[src/rtl/int_sched_pkg.sv]
// Shared types for the integer issue scheduler: unit classes, op widths and the queued uop payload.
package int_sched_pkg;

  localparam int unsigned BIT_OP_W   = 5;
  localparam int unsigned SHIFT_OP_W = 3;
  // Widest tag a queue entry can hold; the scheduler's TAG_W must not exceed it.
  localparam int unsigned TAG_W_MAX  = 16;

  typedef enum logic [1:0] {
    CLS_ADD   = 2'd0,
    CLS_BIT   = 2'd1,
    CLS_SHIFT = 2'd2
  } unit_cls_e;

  typedef struct packed {
    logic                  valid;
    unit_cls_e             cls;
    logic                  add_op;
    logic [BIT_OP_W-1:0]   bit_op;
    logic [SHIFT_OP_W-1:0] shift_op;
    logic [TAG_W_MAX-1:0]  tag;
  } int_uop_t;

  // Add wins over Shift; anything else, including no class bit at all, goes to Bit.
  function automatic unit_cls_e decode_cls(input logic add_en, input logic shift_en);
    if (add_en) begin
      return CLS_ADD;
    end
    if (shift_en) begin
      return CLS_SHIFT;
    end
    return CLS_BIT;
  endfunction

endpackage

[src/rtl/int_sched_oldest_sel.sv]
// Find-first-set over an N-bit mask; bit 0 is the oldest queue slot.
module int_sched_oldest_sel #(
  parameter int unsigned N     = 4,
  parameter int unsigned IDX_W = 2
) (
  input  logic [N-1:0]     mask,
  output logic             found_c,
  output logic [IDX_W-1:0] idx_c
);

  // Scanning downward leaves the lowest set index as the final assignment.
  always_comb begin
    found_c = 1'b0;
    idx_c   = '0;
    for (int i = N - 1; i >= 0; i--) begin
      if (mask[i]) begin
        found_c = 1'b1;
        idx_c   = IDX_W'(i);
      end
    end
  end

endmodule

[src/rtl/int_issue_sched.sv]
// Integer issue scheduler: age-ordered compacting queue feeding the Add, Bit and Shift units.
// Defining INT_ISSUE_INORDER_EN restricts issue to the queue head only.
module int_issue_sched
  import int_sched_pkg::*;
#(
  parameter int unsigned DEPTH     = 4,
  parameter int unsigned TAG_W     = 5,
  parameter int unsigned SHIFT_LAT = 3
) (
  input  logic                         clk,
  input  logic                         rst_n,
  input  logic                         flush,
  input  logic                         in_valid,
  output logic                         in_ready,
  input  logic                         in_add_en,
  input  logic                         in_bit_en,
  input  logic                         in_shift_en,
  input  logic                         in_add_op,
  input  logic [BIT_OP_W-1:0]          in_bit_op,
  input  logic [SHIFT_OP_W-1:0]        in_shift_op,
  input  logic [TAG_W-1:0]             in_tag,
  input  logic                         add_rdy,
  input  logic                         bit_rdy,
  output logic                         add_iss_vld,
  output logic                         add_iss_op,
  output logic [TAG_W-1:0]             add_iss_tag,
  output logic                         bit_iss_vld,
  output logic [BIT_OP_W-1:0]          bit_iss_op,
  output logic [TAG_W-1:0]             bit_iss_tag,
  output logic                         sh_iss_vld,
  output logic [SHIFT_OP_W-1:0]        sh_iss_op,
  output logic [TAG_W-1:0]             sh_iss_tag,
  output logic                         sh_busy,
  output logic [$clog2(DEPTH+1)-1:0]   q_count
);

  localparam int unsigned IDX_W = $clog2(DEPTH);
  localparam int unsigned CNT_W = $clog2(DEPTH + 1);
  localparam int unsigned SH_W  = $clog2(SHIFT_LAT + 1);

`ifdef INT_ISSUE_INORDER_EN
  localparam bit IN_ORDER = 1'b1;
`else
  localparam bit IN_ORDER = 1'b0;
`endif

  int_uop_t              q_q [DEPTH];
  int_uop_t              q_d [DEPTH];
  logic [CNT_W-1:0]      cnt_q, cnt_d;
  logic [SH_W-1:0]       sh_cnt_q, sh_cnt_d;

  logic                  add_vld_q, add_vld_d;
  logic                  add_op_q, add_op_d;
  logic [TAG_W-1:0]      add_tag_q, add_tag_d;
  logic                  bit_vld_q, bit_vld_d;
  logic [BIT_OP_W-1:0]   bit_op_q, bit_op_d;
  logic [TAG_W-1:0]      bit_tag_q, bit_tag_d;
  logic                  sh_vld_q, sh_vld_d;
  logic [SHIFT_OP_W-1:0] sh_op_q, sh_op_d;
  logic [TAG_W-1:0]      sh_tag_q, sh_tag_d;

  logic [DEPTH-1:0]      add_mask, bit_mask, sh_mask, rm_mask;
  logic                  add_found, bit_found, sh_found;
  logic [IDX_W-1:0]      add_idx, bit_idx, sh_idx;
  logic                  iss_add, iss_bit, iss_sh, sh_free, enq;
  logic [CNT_W-1:0]      n_iss, wr_ptr;
  int_uop_t              new_uop;
  logic                  unused_bit_en;

  // Class is fully decoded from Add/Shift; the Bit enable is redundant.
  assign unused_bit_en = in_bit_en;

  assign in_ready = (cnt_q < CNT_W'(DEPTH));
  assign enq      = in_valid && in_ready && !flush;

  // Per-unit candidate masks; in-order mode only exposes the head entry.
  always_comb begin
    add_mask = '0;
    bit_mask = '0;
    sh_mask  = '0;
    for (int i = 0; i < int'(DEPTH); i++) begin
      if (q_q[i].valid && (!IN_ORDER || i == 0)) begin
        add_mask[i] = (q_q[i].cls == CLS_ADD);
        bit_mask[i] = (q_q[i].cls == CLS_BIT);
        sh_mask[i]  = (q_q[i].cls == CLS_SHIFT);
      end
    end
  end

  int_sched_oldest_sel #(.N(DEPTH), .IDX_W(IDX_W)) u_sel_add (
    .mask(add_mask), .found_c(add_found), .idx_c(add_idx)
  );
  int_sched_oldest_sel #(.N(DEPTH), .IDX_W(IDX_W)) u_sel_bit (
    .mask(bit_mask), .found_c(bit_found), .idx_c(bit_idx)
  );
  int_sched_oldest_sel #(.N(DEPTH), .IDX_W(IDX_W)) u_sel_sh (
    .mask(sh_mask), .found_c(sh_found), .idx_c(sh_idx)
  );

  // The Shift unit frees up at this edge when the counter is at 1, so issues land SHIFT_LAT apart.
  assign sh_free = (sh_cnt_q <= SH_W'(1));
  assign iss_add = add_found && add_rdy && !flush;
  assign iss_bit = bit_found && bit_rdy && !flush;
  assign iss_sh  = sh_found && sh_free && !flush;
  assign n_iss   = CNT_W'(iss_add) + CNT_W'(iss_bit) + CNT_W'(iss_sh);

  always_comb begin
    new_uop          = '0;
    new_uop.valid    = 1'b1;
    new_uop.cls      = decode_cls(in_add_en, in_shift_en);
    new_uop.add_op   = in_add_op;
    new_uop.bit_op   = in_bit_op;
    new_uop.shift_op = in_shift_op;
    new_uop.tag      = TAG_W_MAX'(in_tag);
  end

  // Remove issued entries, compact survivors toward slot 0, then append the new uop.
  always_comb begin
    for (int k = 0; k < int'(DEPTH); k++) begin
      q_d[k] = '0;
    end
    rm_mask = '0;
    wr_ptr  = '0;
    for (int i = 0; i < int'(DEPTH); i++) begin
      rm_mask[i] = (iss_add && add_idx == IDX_W'(i)) ||
                   (iss_bit && bit_idx == IDX_W'(i)) ||
                   (iss_sh  && sh_idx  == IDX_W'(i));
      if (q_q[i].valid && !rm_mask[i]) begin
        q_d[IDX_W'(wr_ptr)] = q_q[i];
        wr_ptr              = wr_ptr + CNT_W'(1);
      end
    end
    if (enq) begin
      q_d[IDX_W'(wr_ptr)] = new_uop;
    end
    if (flush) begin
      for (int k = 0; k < int'(DEPTH); k++) begin
        q_d[k] = '0;
      end
    end
  end

  assign cnt_d = flush ? '0 : (cnt_q + CNT_W'(enq) - n_iss);

  // Flush leaves the counter running: an op already in the Shift unit still completes.
  always_comb begin
    sh_cnt_d = sh_cnt_q;
    if (iss_sh) begin
      sh_cnt_d = SH_W'(SHIFT_LAT);
    end else if (sh_cnt_q != '0) begin
      sh_cnt_d = sh_cnt_q - SH_W'(1);
    end
  end

  // Issue registers: op/tag hold their last value, valid is a one-cycle pulse.
  always_comb begin
    add_vld_d = iss_add;
    add_op_d  = add_op_q;
    add_tag_d = add_tag_q;
    bit_vld_d = iss_bit;
    bit_op_d  = bit_op_q;
    bit_tag_d = bit_tag_q;
    sh_vld_d  = iss_sh;
    sh_op_d   = sh_op_q;
    sh_tag_d  = sh_tag_q;
    if (iss_add) begin
      add_op_d  = q_q[add_idx].add_op;
      add_tag_d = TAG_W'(q_q[add_idx].tag);
    end
    if (iss_bit) begin
      bit_op_d  = q_q[bit_idx].bit_op;
      bit_tag_d = TAG_W'(q_q[bit_idx].tag);
    end
    if (iss_sh) begin
      sh_op_d  = q_q[sh_idx].shift_op;
      sh_tag_d = TAG_W'(q_q[sh_idx].tag);
    end
  end

  generate
    if (TAG_W < TAG_W_MAX) begin : g_tag_sink
      logic unused_tag_hi;
      always_comb begin
        unused_tag_hi = 1'b0;
        for (int i = 0; i < int'(DEPTH); i++) begin
          unused_tag_hi = unused_tag_hi ^ (^q_q[i].tag[TAG_W_MAX-1:TAG_W]);
        end
      end
    end
  endgenerate

  always_ff @(posedge clk or negedge rst_n) begin
    if (!rst_n) begin
      for (int k = 0; k < int'(DEPTH); k++) begin
        q_q[k] <= '0;
      end
      cnt_q     <= '0;
      sh_cnt_q  <= '0;
      add_vld_q <= 1'b0;
      add_op_q  <= 1'b0;
      add_tag_q <= '0;
      bit_vld_q <= 1'b0;
      bit_op_q  <= '0;
      bit_tag_q <= '0;
      sh_vld_q  <= 1'b0;
      sh_op_q   <= '0;
      sh_tag_q  <= '0;
    end else begin
      for (int k = 0; k < int'(DEPTH); k++) begin
        q_q[k] <= q_d[k];
      end
      cnt_q     <= cnt_d;
      sh_cnt_q  <= sh_cnt_d;
      add_vld_q <= add_vld_d;
      add_op_q  <= add_op_d;
      add_tag_q <= add_tag_d;
      bit_vld_q <= bit_vld_d;
      bit_op_q  <= bit_op_d;
      bit_tag_q <= bit_tag_d;
      sh_vld_q  <= sh_vld_d;
      sh_op_q   <= sh_op_d;
      sh_tag_q  <= sh_tag_d;
    end
  end

  assign add_iss_vld = add_vld_q;
  assign add_iss_op  = add_op_q;
  assign add_iss_tag = add_tag_q;
  assign bit_iss_vld = bit_vld_q;
  assign bit_iss_op  = bit_op_q;
  assign bit_iss_tag = bit_tag_q;
  assign sh_iss_vld  = sh_vld_q;
  assign sh_iss_op   = sh_op_q;
  assign sh_iss_tag  = sh_tag_q;
  assign sh_busy     = (sh_cnt_q != '0);
  assign q_count     = cnt_q;

endmodule

[config.mk]
export PLATFORM = sky130hd
export DESIGN_NAME = int_issue_sched
export DESIGN_NICKNAME = d
export VERILOG_FILES = /design/src/rtl/int_sched_pkg.sv /design/src/rtl/int_sched_oldest_sel.sv /design/src/rtl/int_issue_sched.sv
export SDC_FILE = /design/constraint.sdc
export NUM_CORES = 1
export LEC_CHECK = 0
export CAP_MARGIN = 20
export CORE_MARGIN = 4
export CORE_UTILIZATION = 44
export DETAILED_ROUTE_END_ITERATION = 7
export GPL_ROUTABILITY_DRIVEN = 0
export PLACE_DENSITY = 0.66
export SETUP_SLACK_MARGIN = 0.2
export SLEW_MARGIN = 5
export SYNTH_ARGS = -nofsm -noshare
export SYNTH_HDL_FRONTEND = slang
export SYNTH_HIERARCHICAL = 1
export SYNTH_SLANG_ARGS = --single-unit
[constraint.sdc]
create_clock -name clk -period 6.95 [get_ports clk]
set_clock_uncertainty 0.2 [all_clocks]
set_input_delay 1.0425 -clock clk [delete_from_list [all_inputs] [get_ports clk]]
set_output_delay 1.0425 -clock clk [all_outputs]
set_load 0.005 [all_outputs]
==> run metrics, run 1 <==
CP Class=reg2reg; global-route wire length before repair=34.7 mm; met3 wire len=2.17 mm; RR Startpoint=q_q[27]; Fin Setup TNS=0 ps; area leader, netlist=dfrtp_1; ANT cells=0; wire length on met2=10.5 mm; Cell variety after synth=67; flop2flop setup slack=1130 ps; CTS Buf Count=9; First DRT Iteration DRCs=962; syn_nets=751; Worst-path clk slew=70 ps; VDD IR max=119 µV; setup repair after global routing missed its margin=false; max frequency=172 MHz; proportion of layout cells with a drive suffix above 1=15.6%; root buffer cell=clkbuf_16; initial antenna violation count=0; violated checks=design-rule violations; vias per cell=6.72; Worst-Skew Late Latency=360 ps; core area=15,200 µm²; grt total ovfl=0; Hold Vio Cnt, Final=0; largest net degree at the start of global routing=62; fill cell count=1,371; ANT nets after route=0; I/O Buffers=53; run status=finished with violations; Area contributors post-synth=dfrtp_1, mux4_2, nand2_1; TritonCTS clock tree=built; via count=6,350; post-CTS sizing=0; R2R cell count=20; hold crit path type=reg2reg; First-pass DRT Iterations=8; most frequent cell after synthesis=nand2_1; postcts setup bufs=0; area delta synth->final=15.9%; static leakage=3.34 nW; clock sink count=100; Worst-Margin Slew=997 ps; CP Capture Type=register; final max-slew violation count=0; Worst setup SP type=register; # rows=45; gr usage total=25.1%; Post-synth top cells=nand2_1, dfrtp_1, inv_1; max-cap check violation count=0; Post-synth EDFFs=0; hold path depth=2; DRC errors left=7; Nets=788; Wirelength per Cell=23.6 µm; min-delay src=add_iss_tag[1]; PwrDens=207 nW/µm²; Post-synth ARST share=100%; sequential area share after synthesis=36.6%; vias in the first global route=6,378; post-synthesis cell count=715; CTS Buffer Depth=2; uppermost layer routed=met4; max_slew headroom=33.5%; prevailing post-synth register cell=dfrtp_1; hold_buf cts=0; synth warn=6; I/O pin count=55; Yosys top cell area share=36.6%; die height=133 µm; Seq cells post-synth=100; Die Footprint=17,600 µm²; CP Data Required Time=6990 ps; CP Max Fanout=19; crit share post-route=83.7%; minimum clock period=5820 ps; Post-Route Utilization=52.1%; syn_area_per_cell=9.56 µm²; number of H-tree levels=3; Hold EP=add_iss_tag[1]; Starting Density=45.0%; Die W=133 µm; crit path DAT=5860 ps; HPWL after DPL=13.8 mm; Cell Area, Synth=6840 µm²; reg2reg end=q_q[48]; wl on met1=8.86 mm; Final setup viols=0; total routed wirelength=22.3 mm
[per-stage QoR]
step           total power [mW]  instances  worst slack (ps)  hold slack [ps]  cell area (µm²)
3_3_place_gp               1.06        928              1100              257             7580
6_report                   1.64        945              1130              271             7930
4_1_cts                    1.64        944              1270              279             7910
5_1_grt                    1.71        945               979              302             7930
2_1_floorplan             0.901        715              1750              269             6840
3_5_place_dp               1.07        928              1010              262             7580
[how the worst max path moves through the flow]
stage / end / cells past startpoint / slack, ps / from
after floorplan: q_q[46] / 19 / 1750 / flush
after global placement: q_q[53] / 17 / 1100 / add_rdy
after detailed placement: q_q[48] / 17 / 1010 / add_rdy
after CTS: q_q[48] / 20 / 1270 / q_q[27]
after global routing: q_q[54] / 20 / 980 / q_q[27]
final: q_q[48] / 20 / 1130 / q_q[27]
[power breakdown]
part	switching, mW	internal (mW)	total (mW)
registers	0.0379	0.631	0.668
logic	0.229	0.172	0.400
clock network	0.239	0.336	0.575
[layer usage]
metal	track usage, %	up-vias
met4	12.5	0
met1	32.6	3096
met2	40.2	442
li1	-	2741
met5	0	-
met3	4.98	71
[cells in the final DEF (no fill, tap or decap), types with 7 or more instances in the layout]
| cell | netlist | routed |
|---|---|---|
| nand2_1 | 105 | 105 |
| ha_1 | 11 | 11 |
| mux2i_1 | 33 | 33 |
| a21oi_1 | 18 | 18 |
| clkdlybuf4s50_1 | 0 | 51 |
| nand3b_1 | 17 | 17 |
| mux4_2 | 24 | 24 |
| a311o_1 | 12 | 12 |
| o211ai_1 | 15 | 15 |
| a31oi_1 | 18 | 18 |
| buf_4 | 2 | 33 |
| o2bb2ai_1 | 16 | 16 |
| o311ai_0 | 16 | 16 |
| inv_1 | 50 | 50 |
| o221ai_1 | 16 | 16 |
| nor2_1 | 33 | 33 |
| clkbuf_16 | 0 | 9 |
| nor3_1 | 10 | 7 |
| dfrtp_1 | 100 | 100 |
| mux2_2 | 22 | 22 |
| nand3_1 | 27 | 27 |
| nand4_1 | 31 | 31 |
[cells by family (layout without fill, tap and decap cells)]
family	after synthesis	in the layout	synth area share, %
AOI/OAI and AO/OA	140	140	16.6
xor gates and xnor gates	3	3	0.384
buffers and inverters	111	153	6.74
adders and majority gates	13	13	2.60
DFF	100	100	36.6
muxes	84	84	17.2
and+or+nand+nor	264	264	19.9
[worst max-delay path: stages, from the launching register on]
cell,delay (ps)
dfrtp_1,400
inv_1,130
nor3b_1,280
nor2_1,110
nor3_2,690
nor4bb_1,170
a221oi_1,300
o21ai_1,110
buf_4,250
inv_1,90
ha_1,340
or4_4,730
nand2_1,200
ha_1,270
nand2_1,80
a31oi_1,40
nand3_1,170
o22ai_2,140
a22oi_4,400
buf_4,250
mux2_1,340
[registers in the layout, summed over array words and instances, names as in the netlist]
signal	cells
add_iss_op	1
add_iss_tag	5
add_iss_vld	1
bit_iss_op	5
bit_iss_tag	5
bit_iss_vld	1
q_count	3
q_q	68
sh_cnt_q	2
sh_iss_op	3
sh_iss_tag	5
sh_iss_vld	1
[final cells by class]
cell class | count | area, µm² | share of cell area (%)
Timing Repair Buffer | 86 | 774 | 9.77
Inverter | 51 | 191 | 2.42
Tap cell | 188 | 235 | 2.97
Clock buffer | 11 | 253 | 3.19
Multi-Input combinational cell | 504 | 3890 | 49.1
Sequential cell | 100 | 2500 | 31.6
Clock inverter | 5 | 81.3 | 1.03
Power figures use the tool's default switching activity.
==> inputs of run 2 (changes only) <==
PLACE_DENSITY = 0.69   (was 0.66)
clock period = 5.2 ns   (was 6.95 ns; I/O delays follow)
==> run 2 against run 1 <==
Compared with the run above:
- the run now ends clean
- cell count up 0.95%
- count of clock-buffer cells in the layout up 1
- critical path depth shrank 3
- non-clock buffer count up 9
- sequential share of layout area is 0.42 points lower
==> run metrics, run 2 (synthesis results as in run 1) <==
pre-CTS setup slack=166 ps; hold_buf cts=0; Largest Register=q_q; CTS Buf Count=9; CP Capture Type=register; final max-slew violation count=0; vias in the first global route=6,331; Wirelength per Cell=22.8 µm; total routed wirelength=21.8 mm; core area=15,200 µm²; crit share post-route=91.5%; First DRT Iteration DRCs=744; CP Data Required Time=5250 ps; setup repair after global routing missed its margin=true; CTS Buffer Depth=2; Die W=133 µm; DRC errors left=0; # rows=45; Worst-Margin Slew=1100 ps; CP Class=reg2reg; ANT cells=0; max FFs per register=68; Worst setup SP type=register; hold crit path type=reg2reg; HPWL after DPL=13.6 mm; Worst-path clk slew=70 ps; I/O pin count=55; area delta synth->final=17.5%; global-route wire length before repair=33.8 mm; I/O Buffers=53; Hold Vio Cnt, Final=0; proportion of layout cells with a drive suffix above 1=17.1%; Worst Setup Slack, final=442 ps; max-cap check violation count=0; Worst-Skew Late Latency=370 ps; CP Max Fanout=10; minimum clock period=4760 ps; crit path DAT=4800 ps; via count=6,358; number of H-tree levels=3; max frequency=210 MHz; most common cell after layout, fill and taps aside=nand2_1; First-pass DRT Iterations=6; VDD IR max=173 µV; PwrDens=270 nW/µm²; clock sink count=100; TritonCTS clock tree=built; Nets=797; gr usage total=24.4%; most frequent cells in the layout=nand2_1, dfrtp_1, clkdlybuf4s50_1; run status=completed; Final setup viols=0; Pwr Total=2.17 mW; largest net degree at the start of global routing=77; vias per cell=6.66; Die Footprint=17,600 µm²; max_slew headroom=26.5%; Starting Density=45.0%; grt total ovfl=0; static leakage=3.41 nW; ANT nets after route=0; fill cell count=1,344; Fin Setup TNS=0 ps; root buffer cell=clkbuf_16; initial antenna violation count=0; die height=133 µm; hold slack=274 ps
[run 2: cell type report]
class,count,area [µm²],area share (%)
multi-input cells,504,3910,48.6
flip-flops and latches,100,2500,31.2
repair buffers,95,876,10.9
clock buffers,12,267,3.32
well taps,188,235,2.93
inverters,51,191,2.38
clock inverters,4,55.1,0.685
[run 2: repair_timing]
action	CTS	global route
buffers inserted	0	5
endpoints found under the setup margin	0	33
resized for setup	0	3
[run 2: critical path: stages, from the launching register on]
cell,delay [ps]
dfrtp_1,370
inv_1,90
nor3_1,380
nor3_2,110
buf_4,220
or3_1,400
and3_1,220
ha_1,320
or4_4,540
nand2_1,170
ha_1,290
nand2_1,80
a31oi_1,40
nand3_1,170
o22ai_2,140
a22oi_4,390
buf_12,190
mux2_2,340
[run 2: where the power goes]
| part | switching, mW | total, mW | leakage (nW) | internal [mW] |
|---|---|---|---|---|
| Clock | 0.317 | 0.733 | 0.155 | 0.415 |
| Combinational | 0.306 | 0.544 | 1.87 | 0.237 |
| Sequential | 0.0509 | 0.894 | 1.38 | 0.843 |
| Total | 0.675 | 2.17 | 3.41 | 1.50 |
[run 2: path summary, 6_finish.rpt]
path,end,cells past startpoint,from,slack [ps]
hold reg to reg,add_iss_tag[3],2,add_iss_tag[3],270
hold / removal,add_iss_tag[3],2,add_iss_tag[3],270
max in group asynchronous,q_q[19],2,rst_n,3450
setup reg to reg,q_q[44],17,q_q[83],440
setup / recovery,q_q[44],17,q_q[83],440
min in group asynchronous,add_iss_vld,1,rst_n,390
[run 2: stage by stage]
| stage | instance area, µm² | utilization (%) | cells |
|---|---|---|---|
| floorplan | 6850 | - | 715 |
| global placement | 7650 | 50.3 | 933 |
| detailed placement | 7650 | 50.3 | 933 |
| CTS | 7970 | 52.4 | 949 |
| global route | 8030 | 52.8 | 954 |
| finish | 8030 | 52.8 | 954 |
[run 2: per-layer routing]
layer	GRT usage (%)	part of all wire [%]	wire, µm	vias up
li1	-	-	-	2764
met1	30.7	39	8410	3070
met2	39.4	48	10500	449
met3	5.55	9.8	2140	75
met4	12.5	3.1	683	0
met5	0	0	0	-
==> inputs of run 3 (changes only) <==
CORE_ASPECT_RATIO = 1.2   (was unset)
==> run 3 against run 2 <==
Compared with the run above:
- via count shrank 0.20%
- hold slack lost 2.1 ps
- critical path depth grew 2
==> run metrics, run 3 (synthesis results as in run 1) <==
clock sink count=100; cells along the critical path=inv_1 -> nor3b_1 -> nor2_1 -> nand2_1 -> nor2b_1 -> nand2_1 -> o21ai_1 -> inv_1 -> ha_1 -> or4_4 -> nand2_1 -> ha_1 -> nand2_1 -> a31oi_1 -> nand3_1 -> o22ai_2 -> a22oi_4 -> buf_4 -> mux2_2; static leakage=3.35 nW; CP top delay family=simple AND/OR/NAND/NOR gates; CP Max Fanout=9; flop2flop setup slack=510 ps; VDD IR max=145 µV; grt total ovfl=0; ANT nets after route=0; CP Capture Type=register; vias per cell=6.56; First DRT Iteration DRCs=816; crit path DAT=4730 ps; largest net degree at the start of global routing=67; CTS Buffer Depth=2; number of instances in the placed design=947; CP Data Required Time=5240 ps; CP Buf/Inv Count=3; Starting Density=45.1%; Crit path top cell by count=nand2_1; hold slack=272 ps; Post-Place Cell Area=7630 µm²; area delta synth->final=16.6%; R2R cell count=19; P_int=1.40 mW; HPWL after DPL=13.8 mm; Design Area, Final=7970 µm²; global-route wire length before repair=34.0 mm; RR Startpoint=q_q[27]; slowest CP cell=or4_4; Hold EP=bit_iss_tag[4]; Logic pwr share=26.3%; CP Class=reg2reg; I/O pin count=55; Worst-path clk slew=70 ps; max FFs per register=68; CP max stage delay=540 ps; Die Footprint=17,600 µm²; Worst setup SP type=register; DRC errors left=0; max-cap check violation count=0; most common cell after layout, fill and taps aside=nand2_1; crit share post-route=90.3%; PwrDens=259 nW/µm²; number of H-tree levels=3; Wirelength per Cell=22.2 µm; via count=6,345; # rows=49; run status=completed; max frequency=213 MHz; sequential share of power=43.2%; Die W=122 µm; Fin Setup TNS=0 ps; min-delay src=bit_iss_tag[4]; CTS Buf Count=9; First-pass DRT Iterations=5; switching power=0.663 mW; final non-filler cell total=967; total routed wirelength=21.5 mm; reg2reg end=q_q[47]; switch share=32.1%; gr usage total=24.9%; max_slew headroom=27.4%; ANT cells=0; TritonCTS clock tree=built; Worst-Margin Slew=1090 ps; proportion of layout cells with a drive suffix above 1=16.6%; hold path depth=2; vias in the first global route=6,407; root buffer cell=clkbuf_16; core area=15,100 µm²; I/O Buffers=53; initial antenna violation count=0; clock power share=30.5%; Worst-Skew Late Latency=350 ps; setup repair after global routing missed its margin=false; Largest Register=q_q; final max-slew violation count=0; Hold Vio Cnt, Final=0; minimum clock period=4690 ps; Final setup viols=0; hold crit path type=reg2reg; die height=145 µm; Nets=795; most frequent cells in the layout=nand2_1, dfrtp_1, clkdlybuf4s50_1
-- run 3: worst max-delay path by stage --
stage | endpoint | slack (ps) | cells after the start | startpoint
6_report | q_q[47] | 510 | 19 | q_q[27]
5_1_grt | q_q[27] | 240 | 18 | q_q[27]
4_1_cts | q_q[78] | 390 | 16 | q_q[27]
3_5_place_dp | q_q[78] | 110 | 13 | add_rdy
3_3_place_gp | q_q[78] | 130 | 13 | add_rdy
2_1_floorplan | q_q[46] | 270 | 23 | q_q[27]
-- run 3: final cells by class --
type | count | area (µm²)
Fill cell | 1407 | 7170
Sequential cell | 100 | 2500
Clock buffer | 9 | 225
Timing Repair Buffer | 93 | 861
Tap cell | 204 | 255
Inverter | 51 | 191
Clock inverter | 6 | 40.0
Multi-Input combinational cell | 504 | 3890
-- run 3: repair_timing --
| action | CTS | global route |
|---|---|---|
| resized for setup | 0 | 2 |
| hold buffers | 0 | 0 |
| setup buffers | 0 | 5 |
| endpoints found under the setup margin | 0 | 38 |
-- run 3: routing by layer --
metal	track usage [%]	vias up	wire, µm
met5	0	-	0
met2	41.6	426	10400
li1	-	2751	-
met3	4.58	103	2010
met1	30.0	3065	7950
met4	14.9	0	1130
-- run 3: worst register-to-register path, cell delays in order, from the launching register on --
cell	delay (ps)
dfrtp_1	410
inv_1	130
nor3b_1	300
nor2_1	110
nand2_1	70
nor2b_1	370
nand2_1	120
o21ai_1	260
inv_1	80
ha_1	310
or4_4	540
nand2_1	180
ha_1	280
nand2_1	70
a31oi_1	40
nand3_1	150
o22ai_2	140
a22oi_4	220
buf_4	240
mux2_2	370
-- run 3: power groups by stage --
stage	registers, mW	clock network (mW)	logic, mW
6_report	0.894	0.630	0.543
4_1_cts	0.892	0.634	0.524
5_1_grt	0.903	0.673	0.585
2_1_floorplan	0.898	0	0.307
3_3_place_gp	0.902	0	0.507
3_5_place_dp	0.907	0	0.521
-- run 3: per-stage QoR --
stage | utilization, % | setup WS (ps) | power, mW
final | 52.6 | 506 | 2.07
after global routing | 52.6 | 244 | 2.16
after CTS | 52.1 | 394 | 2.05
after detailed placement | 50.4 | 110 | 1.43
after global placement | 50.4 | 134 | 1.41
after floorplan | - | 269 | 1.21
